`src/rtl/tnoc_pkg.sv`:
```
// ---------------------------------------------------------------------------
// tnoc_pkg
// Shared flit definitions for the NoC receive path.
//   tnoc_flit_type_e : flit role inside a packet
//   tnoc_flit_t      : packed flit {flit_type, tail, payload}
//   FLIT_WIDTH       : $bits(tnoc_flit_t)
//   TAIL_BIT         : bit position of tnoc_flit_t.tail in the packed vector
// ---------------------------------------------------------------------------
package tnoc_pkg;

    localparam int PAYLOAD_WIDTH = 32;

    typedef enum logic [1:0] {
        FLIT_HEAD   = 2'd0,
        FLIT_BODY   = 2'd1,
        FLIT_TAIL   = 2'd2,
        FLIT_SINGLE = 2'd3
    } tnoc_flit_type_e;

    typedef struct packed {
        tnoc_flit_type_e            flit_type;
        logic                       tail;
        logic [PAYLOAD_WIDTH-1:0]   payload;
    } tnoc_flit_t;

    localparam int FLIT_WIDTH = $bits(tnoc_flit_t);

    // payload occupies the low bits, so tail sits just above it
    localparam int TAIL_BIT = PAYLOAD_WIDTH;

endpackage

```
`src/rtl/tnoc_flit_fifo_storage.sv`:
```
// ---------------------------------------------------------------------------
// tnoc_flit_fifo_storage
// DEPTH x WIDTH flit array with write/read pointers. Occupancy tracking and
// flow control live in the parent; this block only writes on wr_en_i,
// advances the read pointer on rd_en_i and presents the head entry.
// Ports:
//   clk       in   clock
//   rst_n     in   async active-low reset (pointers only, array not reset)
//   wr_en_i   in   write wr_data_i at write pointer
//   wr_data_i in   flit to store
//   rd_en_i   in   advance read pointer
//   rd_data_o out  flit at read pointer (combinational read)
// ---------------------------------------------------------------------------
module tnoc_flit_fifo_storage
    import tnoc_pkg::*;
#(
    parameter int WIDTH = FLIT_WIDTH,
    parameter int DEPTH = 8
) (
    input  logic             clk,
    input  logic             rst_n,
    input  logic             wr_en_i,
    input  logic [WIDTH-1:0] wr_data_i,
    input  logic             rd_en_i,
    output logic [WIDTH-1:0] rd_data_o
);

    localparam int PW = $clog2(DEPTH);

    logic [WIDTH-1:0] mem_q [DEPTH];
    logic [PW-1:0]    wr_ptr_q;
    logic [PW-1:0]    rd_ptr_q;

    // pointers wrap naturally because DEPTH is a power of two
    always_ff @(posedge clk or negedge rst_n) begin
        if (!rst_n) begin
            wr_ptr_q <= '0;
            rd_ptr_q <= '0;
        end else begin
            if (wr_en_i) wr_ptr_q <= wr_ptr_q + PW'(1);
            if (rd_en_i) rd_ptr_q <= rd_ptr_q + PW'(1);
        end
    end

    always_ff @(posedge clk) begin
        if (wr_en_i) mem_q[wr_ptr_q] <= wr_data_i;
    end

    assign rd_data_o = mem_q[rd_ptr_q];

endmodule

```
`src/rtl/tnoc_flit_receive_buffer.sv`:
```
// ---------------------------------------------------------------------------
// tnoc_flit_receive_buffer
// Receive-side flit FIFO. Accepts flits from upstream on valid/ready,
// replays them downstream in order and advertises space via i_vc_available.
// Ports:
//   clk, rst_n        clock / async active-low reset
//   i_valid, i_flit   upstream flit offer
//   i_ready           registered: at least one free entry
//   i_vc_available    registered: at least VC_THRESHOLD free entries
//   o_valid, o_flit   downstream flit offer (head of FIFO)
//   o_ready           downstream accept
//   o_flit_count      occupied entries
//   o_packet_count    buffered tail flits (complete packets)
// Optional feature macro: TNOC_RECEIVE_BUFFER_STORE_AND_FORWARD_EN
//   defined   : a packet is offered only once its tail is buffered
//   undefined : cut-through, any buffered flit is offered
// ---------------------------------------------------------------------------
module tnoc_flit_receive_buffer
    import tnoc_pkg::TAIL_BIT;
#(
    parameter int FLIT_WIDTH   = tnoc_pkg::FLIT_WIDTH,
    parameter int DEPTH        = 8,
    parameter int VC_THRESHOLD = 4
) (
    input  logic                         clk,
    input  logic                         rst_n,
    input  logic                         i_valid,
    output logic                         i_ready,
    input  logic [FLIT_WIDTH-1:0]        i_flit,
    output logic                         i_vc_available,
    output logic                         o_valid,
    input  logic                         o_ready,
    output logic [FLIT_WIDTH-1:0]        o_flit,
    output logic [$clog2(DEPTH+1)-1:0]   o_flit_count,
    output logic [$clog2(DEPTH+1)-1:0]   o_packet_count
);

    localparam int CW = $clog2(DEPTH+1);

    logic [CW-1:0] flit_count_q;
    logic [CW-1:0] flit_count_d;
    logic [CW-1:0] packet_count_q;
    logic [CW-1:0] packet_count_d;
    logic [CW-1:0] free_d;
    logic          i_ready_q;
    logic          vc_available_q;
    logic          push;
    logic          pop;
    logic          push_tail;
    logic          pop_tail;
    logic          out_valid;

    // i_ready is the registered flag, so a pop on a full buffer cannot
    // open a slot for a push in the same cycle
    assign push      = i_valid & i_ready_q;
    assign pop       = out_valid & o_ready;
    assign push_tail = push & i_flit[TAIL_BIT];
    assign pop_tail  = pop & o_flit[TAIL_BIT];

    always_comb begin
        flit_count_d   = flit_count_q + CW'(push) - CW'(pop);
        packet_count_d = packet_count_q + CW'(push_tail) - CW'(pop_tail);
        free_d         = CW'(DEPTH) - flit_count_d;
    end

    always_ff @(posedge clk or negedge rst_n) begin
        if (!rst_n) begin
            flit_count_q   <= '0;
            packet_count_q <= '0;
            i_ready_q      <= 1'b0;
            vc_available_q <= 1'b0;
        end else begin
            flit_count_q   <= flit_count_d;
            packet_count_q <= packet_count_d;
            i_ready_q      <= (free_d != '0);
            vc_available_q <= (free_d >= CW'(VC_THRESHOLD));
        end
    end

`ifdef TNOC_RECEIVE_BUFFER_STORE_AND_FORWARD_EN
    // set once a packet has started leaving, so its remaining flits keep
    // flowing even though its tail may be the only one left in the count
    logic in_packet_out_q;

    always_ff @(posedge clk or negedge rst_n) begin
        if (!rst_n) begin
            in_packet_out_q <= 1'b0;
        end else if (pop) begin
            in_packet_out_q <= !o_flit[TAIL_BIT];
        end
    end

    assign out_valid = (flit_count_q != '0) &
                       ((packet_count_q != '0) | in_packet_out_q);

    // a packet longer than DEPTH would fill the buffer with no tail present
    // and deadlock the output
    a_packet_fits: assert property (@(posedge clk) disable iff (!rst_n)
        !((flit_count_q == CW'(DEPTH)) && (packet_count_q == '0) && !in_packet_out_q));
`else
    assign out_valid = (flit_count_q != '0);
`endif

    a_count_bound: assert property (@(posedge clk) disable iff (!rst_n)
        (flit_count_q <= CW'(DEPTH)) && (packet_count_q <= flit_count_q));

    tnoc_flit_fifo_storage #(
        .WIDTH (FLIT_WIDTH),
        .DEPTH (DEPTH)
    ) u_storage (
        .clk       (clk),
        .rst_n     (rst_n),
        .wr_en_i   (push),
        .wr_data_i (i_flit),
        .rd_en_i   (pop),
        .rd_data_o (o_flit)
    );

    assign i_ready        = i_ready_q;
    assign i_vc_available = vc_available_q;
    assign o_valid        = out_valid;
    assign o_flit_count   = flit_count_q;
    assign o_packet_count = packet_count_q;

endmodule

```
`config.mk`:
```
export PLATFORM = sky130hd
export DESIGN_NAME = tnoc_flit_receive_buffer
export DESIGN_NICKNAME = d
export VERILOG_FILES = /design/src/rtl/tnoc_pkg.sv /design/src/rtl/tnoc_flit_fifo_storage.sv /design/src/rtl/tnoc_flit_receive_buffer.sv
export SDC_FILE = /design/constraint.sdc
export NUM_CORES = 1
export LEC_CHECK = 0
export BUFFER_PORTS_ARGS = -buffer_cell sky130_fd_sc_hd__buf_2
export CAP_MARGIN = 20
export CORE_ASPECT_RATIO = 1.25
export CORE_UTILIZATION = 40
export CTS_BUF_LIST = sky130_fd_sc_hd__clkbuf_4 sky130_fd_sc_hd__clkbuf_8
export CTS_CLUSTER_SIZE = 14
export DETAILED_ROUTE_END_ITERATION = 6
export PLACE_DENSITY_LB_ADDON = 0.1
export SLEW_MARGIN = 20
export SYNTH_ARGS = -nofsm -noshare
export SYNTH_HDL_FRONTEND = slang
export SYNTH_SLANG_ARGS = --single-unit
```
`constraint.sdc`:
```
create_clock -name clk -period 8.7 [get_ports clk]
set_clock_uncertainty 0.2 [all_clocks]
set_input_delay 0.87 -clock clk [delete_from_list [all_inputs] [get_ports clk]]
set_output_delay 0.87 -clock clk [all_outputs]
set_load 0.05 [all_outputs]
```
==> run metrics, run 1 <==
ys flop type edfxtp_1; final instance area 13500 um^2; Worst Setup End Kind output port; RD Place Congestion 0.717; Core Region 28600 um^2; Remaining DRCs 0; post-synth cell types 27; # IOs 85; Slew Limit Fails 0; Routed WL per cell 22.2 um; Setup Total Neg Slack 0 ns; vias in the first global route 5685; Final period util 49.9%; Yosys reg bits 296; Die W 155 um; Peak Freq 230 MHz; clk root buf clkbuf_8; GRT Util Overall 16.0%; Max-Cap Viols 0; Pleak 4.71 nW; worst-margin pin slew 0.849 ns; CP Launch Type register; final net count 668; Post-Synthesis Cells 491; drt initial violations 235; area delta synth->final 15.4%; port bufs 84; Setup CP Type register to output port; # rows 69; cts bufs inserted 46; Worst-Skew Late Latency 0.56 ns; Post-synth EDFFs 280; chip height 193 um; final setup fails 0; CTS sink count 296; placed cell area 12600 um^2; share of layout cells above drive strength 1 33.7%; Post-CTS Resized 0; total congestion overflow 0; Synthesis Warnings 0; min Tclk post-route 4.34 ns; crit path max fanout 47; H-tree Lvls 2; fraction of registers with async set/reset 5.41%; setup bufs post-CTS 0; # diodes 0; synth top area cells edfxtp_1, mux4_1, mux2_2, dfrtp_1, ha_1; first-pass GRT wire length 34.2 mm; first-pass iteration count of the detailed router 4; HPWL Detailed 12.4 mm; mapped cell area 11700 um^2; proportion of netlist area held by the largest area contributor 72.1%; register clock-pin slew on the reported worst setup and hold paths 0.07 ns; CTS max path bufs 3; Slew HR 43.4%; routed vias 5257; Post-Syn Nets 543; Routed WL 23.0 mm; Tightest Hold Check Type input port to asynchronous set/reset pin; largest net degree at the start of global routing 48; Max rail drop VDD 0.000216 V; Starting Density 40.8%; status finished clean; initial antenna violation count 0; CTS tree built; Hold Violations, Final 0; post-layout util 47.1%; Die Area 29800 um^2; Post-DRT Antenna Nets 0; CP required 7.63 ns; cell area power density 356 nW/um^2; Final Total Pwr 0.00479 W; leading area contributor after synthesis edfxtp_1; cts hold-fix bufs 0; post-DR vias/cell 5.07; post-synthesis sequential area ratio 75.6%; Syn Area/Cell 23.7 um^2; RSZ-0062 raised after global routing false; Data arrival, critical path 3.27 ns
-- cells in the final DEF (no fill, tap or decap), types with 2 or more instances in the layout --
master / count
fa_1: 2
dfrtp_1: 13
a21o_1: 2
clkbuf_8: 47
mux2_2: 37
nand2b_1: 3
buf_2: 84
a21oi_1: 3
xnor2_1: 7
ha_1: 11
dfrtp_2: 2
edfxtp_1: 280
buf_4: 13
clkbuf_4: 17
nor2_4: 6
nor3_2: 2
clkinv_1: 9
nand2_1: 7
inv_1: 13
mux2i_1: 2
clkinv_2: 4
nand3_1: 3
mux4_1: 68
-- power breakdown --
| part | switching [W] | internal, W |
|---|---|---|
| Sequential | 0.000114 | 0.00178 |
| Combinational | 0.00115 | 0.000639 |
| Clock | 0.000510 | 0.000601 |
| Total | 0.00177 | 0.00302 |
-- through the flow --
step	instances	worst slack [ns]	hold WS, ns
after floorplan	491	4.31	0.289
after global placement	958	4.89	0.308
after detailed placement	958	4.86	0.336
after CTS	1037	4.27	0.00644
after global routing	1037	4.21	0.0243
final	1037	4.36	0.0272
-- routing by layer --
layer  GRT usage, %  wire, um  vias to the layer above
met5              0         0                        -
met4           5.60       487                        0
met3           3.50      1050                       40
met2           28.7     11900                      121
met1           19.0      9580                     2737
li1               -         -                     2359
-- synth_stat cells, drive strengths merged, types with 7 or more instances --
master	number
inv	13
mux2	37
dfrtp	16
clkbuf	8
nor2	7
ha	11
edfxtp	280
nand2	7
xnor2	7
buf	12
mux4	69
-- worst max-delay path, cell delays in order, from the launching register on --
cell	delay, ns
dfrtp_4	0.73
buf_4	0.75
mux4_1	0.66
mux2_2	0.30
buf_2	0.22
-- registers in the layout, summed over array words and instances, names as in the netlist --
signal              cells
o_packet_count          4
i_ready                 1
u_storage.rd_ptr_q      3
u_storage.mem_q       280
o_flit_count            4
i_vc_available          1
u_storage.wr_ptr_q      3
-- layout make-up --
type,count,area [um^2]
inverters,13,48.8
multi-input cells,162,2720
flip-flops and latches,296,8810
fillers,2435,15100
well taps,390,488
repair buffers,97,518
clock inverters,15,91.3
clock buffers,64,774
-- logic make-up (layout without fill, tap and decap cells) --
family                   count (synthesis)  after routing  synth area share [%]
flip-flops                             296            296                  75.6
multiplexers                           108            108                  19.3
buffers and inverters                   33            189                  1.60
AND/OR/NAND/NOR                         25             25                 0.998
adder cells (fa/ha/maj)                 13             13                  1.52
AO/OA/AOI/OAI                            8              8                 0.429
XOR/XNOR                                 8              8                 0.601
-- final timing paths --
check | from | endpoint | slack [ns] | depth (start not counted)
min in group clk | o_packet_count[0] | o_packet_count[0] | 0.34 | 1
worst min-delay path | rst_n | u_storage.rd_ptr_q[2] | 0.03 | 1
worst min register to register | o_packet_count[0] | o_packet_count[0] | 0.34 | 1
worst max-delay path | u_storage.rd_ptr_q[0] | o_flit[27] | 4.36 | 4
worst max register to register | u_storage.rd_ptr_q[0] | o_packet_count[2] | 4.90 | 10
max in group asynchronous | rst_n | u_storage.rd_ptr_q[0] | 7.95 | 1
No activity file was read; power rests on OpenSTA's default activity.
==> run 2, diff against run 1 <==
clock period = 4.1 ns   (was 8.7 ns; I/O delays follow)
==> run 2 against run 1 <==
Against the previous run: sequential share of layout area shrank 2.0 points; wire length is essentially flat; cell count grew 3.6%; hold slack gained 0.021 ns; cell area grew 3.2%; register-to-register slack lost 3.9 ns; non-clock buffer count grew 38; die area is the same; critical endpoint is now o_flit[16].
==> run metrics, run 2 (synthesized netlist as in run 1, its figures left out) <==
commonest non-fill, non-tap cell in the layout edfxtp_1; Post-CTS Resized 0; routed vias 5375; crit path capture o_flit[16]; final setup fails 0; # diodes 0; Top reg by flops u_storage.mem_q; Logic pwr share 38.0%; RD Place Congestion 0.724; Max-Cap Viols 0; share of layout cells above drive strength 1 32.5%; placed cell area 12600 um^2; Final Total Pwr 0.0103 W; Reg-to-Reg Start o_flit_count[2]; chip height 193 um; Data arrival, critical path 2.98 ns; register clock-pin slew on the reported worst setup and hold paths 0.06 ns; Largest register FFs 280; # IOs 85; RSZ-0062 raised after global routing false; vias in the first global route 5915; Levels on crit path 4; Tightest Hold Check Type input port to register; cell area power density 739 nW/um^2; FF-to-FF setup slack 1.05 ns; Int Pwr 0.00647 W; post-layout util 48.6%; commonest cells after routing, fill and taps aside edfxtp_1, buf_2, mux4_1, clkbuf_8; worst setup path start u_storage.rd_ptr_q[0]; area delta synth->final 19.1%; GRT Util Overall 16.2%; Clk pwr share 23.0%; CTS sink count 296; # rows 69; # fillers 2387; Routed WL per cell 21.5 um; crit path max-delay cell type mux4_1; Setup Total Neg Slack 0 ns; sw frac 36.9%; Die Area 29800 um^2; Routed WL 23.0 mm; Setup CP Type register to output port; CTS tree built; final net count 706; slowest cell delay on critical path 0.65 ns; first-pass iteration count of the detailed router 5; final instance area 13900 um^2; min Tclk post-route 3.59 ns; Slew HR 50.4%; r2r endpoint i_vc_available; Max rail drop VDD 0.000354 V; Final period util 87.6%; largest net degree at the start of global routing 53; CTS max path bufs 3; Slew Limit Fails 0; cts bufs inserted 46; Core Region 28600 um^2; status finished clean; drt initial violations 214; Worst-Skew Late Latency 0.55 ns; CP Cell Sequence buf_4 > mux4_1 > mux2_2 > buf_2; post-route setup slack 0.508 ns; pre-CTS setup slack 1.06 ns; port bufs 84; Starting Density 40.8%; crit path max fanout 36; CP Launch Type register; Reg power frac 39.0%; Post-DRT Antenna Nets 0; Pleak 4.89 nW; Remaining DRCs 0; Worst Setup End Kind output port; post-DR vias/cell 5.00; setup bufs post-CTS 0; CP top delay family multiplexers; FF-to-FF path depth 12; worst-margin pin slew 0.742 ns; Peak Freq 278 MHz; initial antenna violation count 0; Die W 155 um; HPWL Detailed 12.5 mm; Hold Violations, Final 0; sw power 0.00379 W; hold path startpoint o_ready; total congestion overflow 0; CP Buf/Inv Count 2; first-pass GRT wire length 35.1 mm; clk root buf clkbuf_8; CP required 3.49 ns; H-tree Lvls 2
-- run 2: changes by cell type in the layout (fill, tap and decap cells not counted) --
cell,previous run,this run
dlygate4sd3_1,0,37
clkbuf_8,47,51
clkinv_1,9,5
buf_12,0,3
buf_4,13,11
bufinv_16,1,0
clkbuf_4,17,18
clkinvlp_4,1,0
nor3_2,2,1
nor3_4,0,1
-- run 2: power groups by stage --
stage | Clock (W) | Sequential [W] | Combinational, W
final | 0.00236 | 0.00400 | 0.00390
after global routing | 0.00259 | 0.00405 | 0.00416
after CTS | 0.00244 | 0.00402 | 0.00399
after detailed placement | 0 | 0.00408 | 0.00394
after global placement | 0 | 0.00405 | 0.00392
after floorplan | 0 | 0.00409 | 0.00295
-- run 2: worst min path at each step --
stage,to,cells after the start
6_report,u_storage.rd_ptr_q[0],3
3_5_place_dp,o_flit_count[3],1
2_1_floorplan,i_ready,0
3_3_place_gp,i_vc_available,1
5_1_grt,u_storage.rd_ptr_q[0],3
4_1_cts,u_storage.rd_ptr_q[0],3
-- run 2: layout make-up --
cell class | instances | area, um^2 | share of cell area [%]
clock buffers | 69 | 837 | 6.03
clock inverters | 9 | 38.8 | 0.279
inverters | 13 | 48.8 | 0.352
multi-input cells | 162 | 2720 | 19.6
flip-flops and latches | 296 | 8810 | 63.5
well taps | 390 | 488 | 3.52
repair buffers | 135 | 933 | 6.72
-- run 2: per-layer routing --
layer	global-route usage [%]	wire, um	vias up
li1	-	-	2429
met1	20.1	9980	2803
met2	28.2	11800	108
met3	3.48	835	35
met4	5.52	409	0
met5	0	0	-
-- run 2: timing repair --
item | in CTS | in global routing
endpoints found under the setup margin | 0 | 0
hold buffers | 37 | 0
endpoints found under the hold margin | 297 | 0
-- run 2: through the flow --
stage / instances / hold WS, ns
2_1_floorplan: 491 / -0.0856
4_1_cts: 1074 / 0.0232
6_report: 1074 / 0.0479
5_1_grt: 1074 / 0.0373
3_5_place_dp: 959 / 0.153
3_3_place_gp: 959 / 0.161
-- run 2: tightest hold or removal path, cell delays in order --
cell     delay (ns)
buf_2          0.11
nand2_1        0.12
xnor2_1        0.11
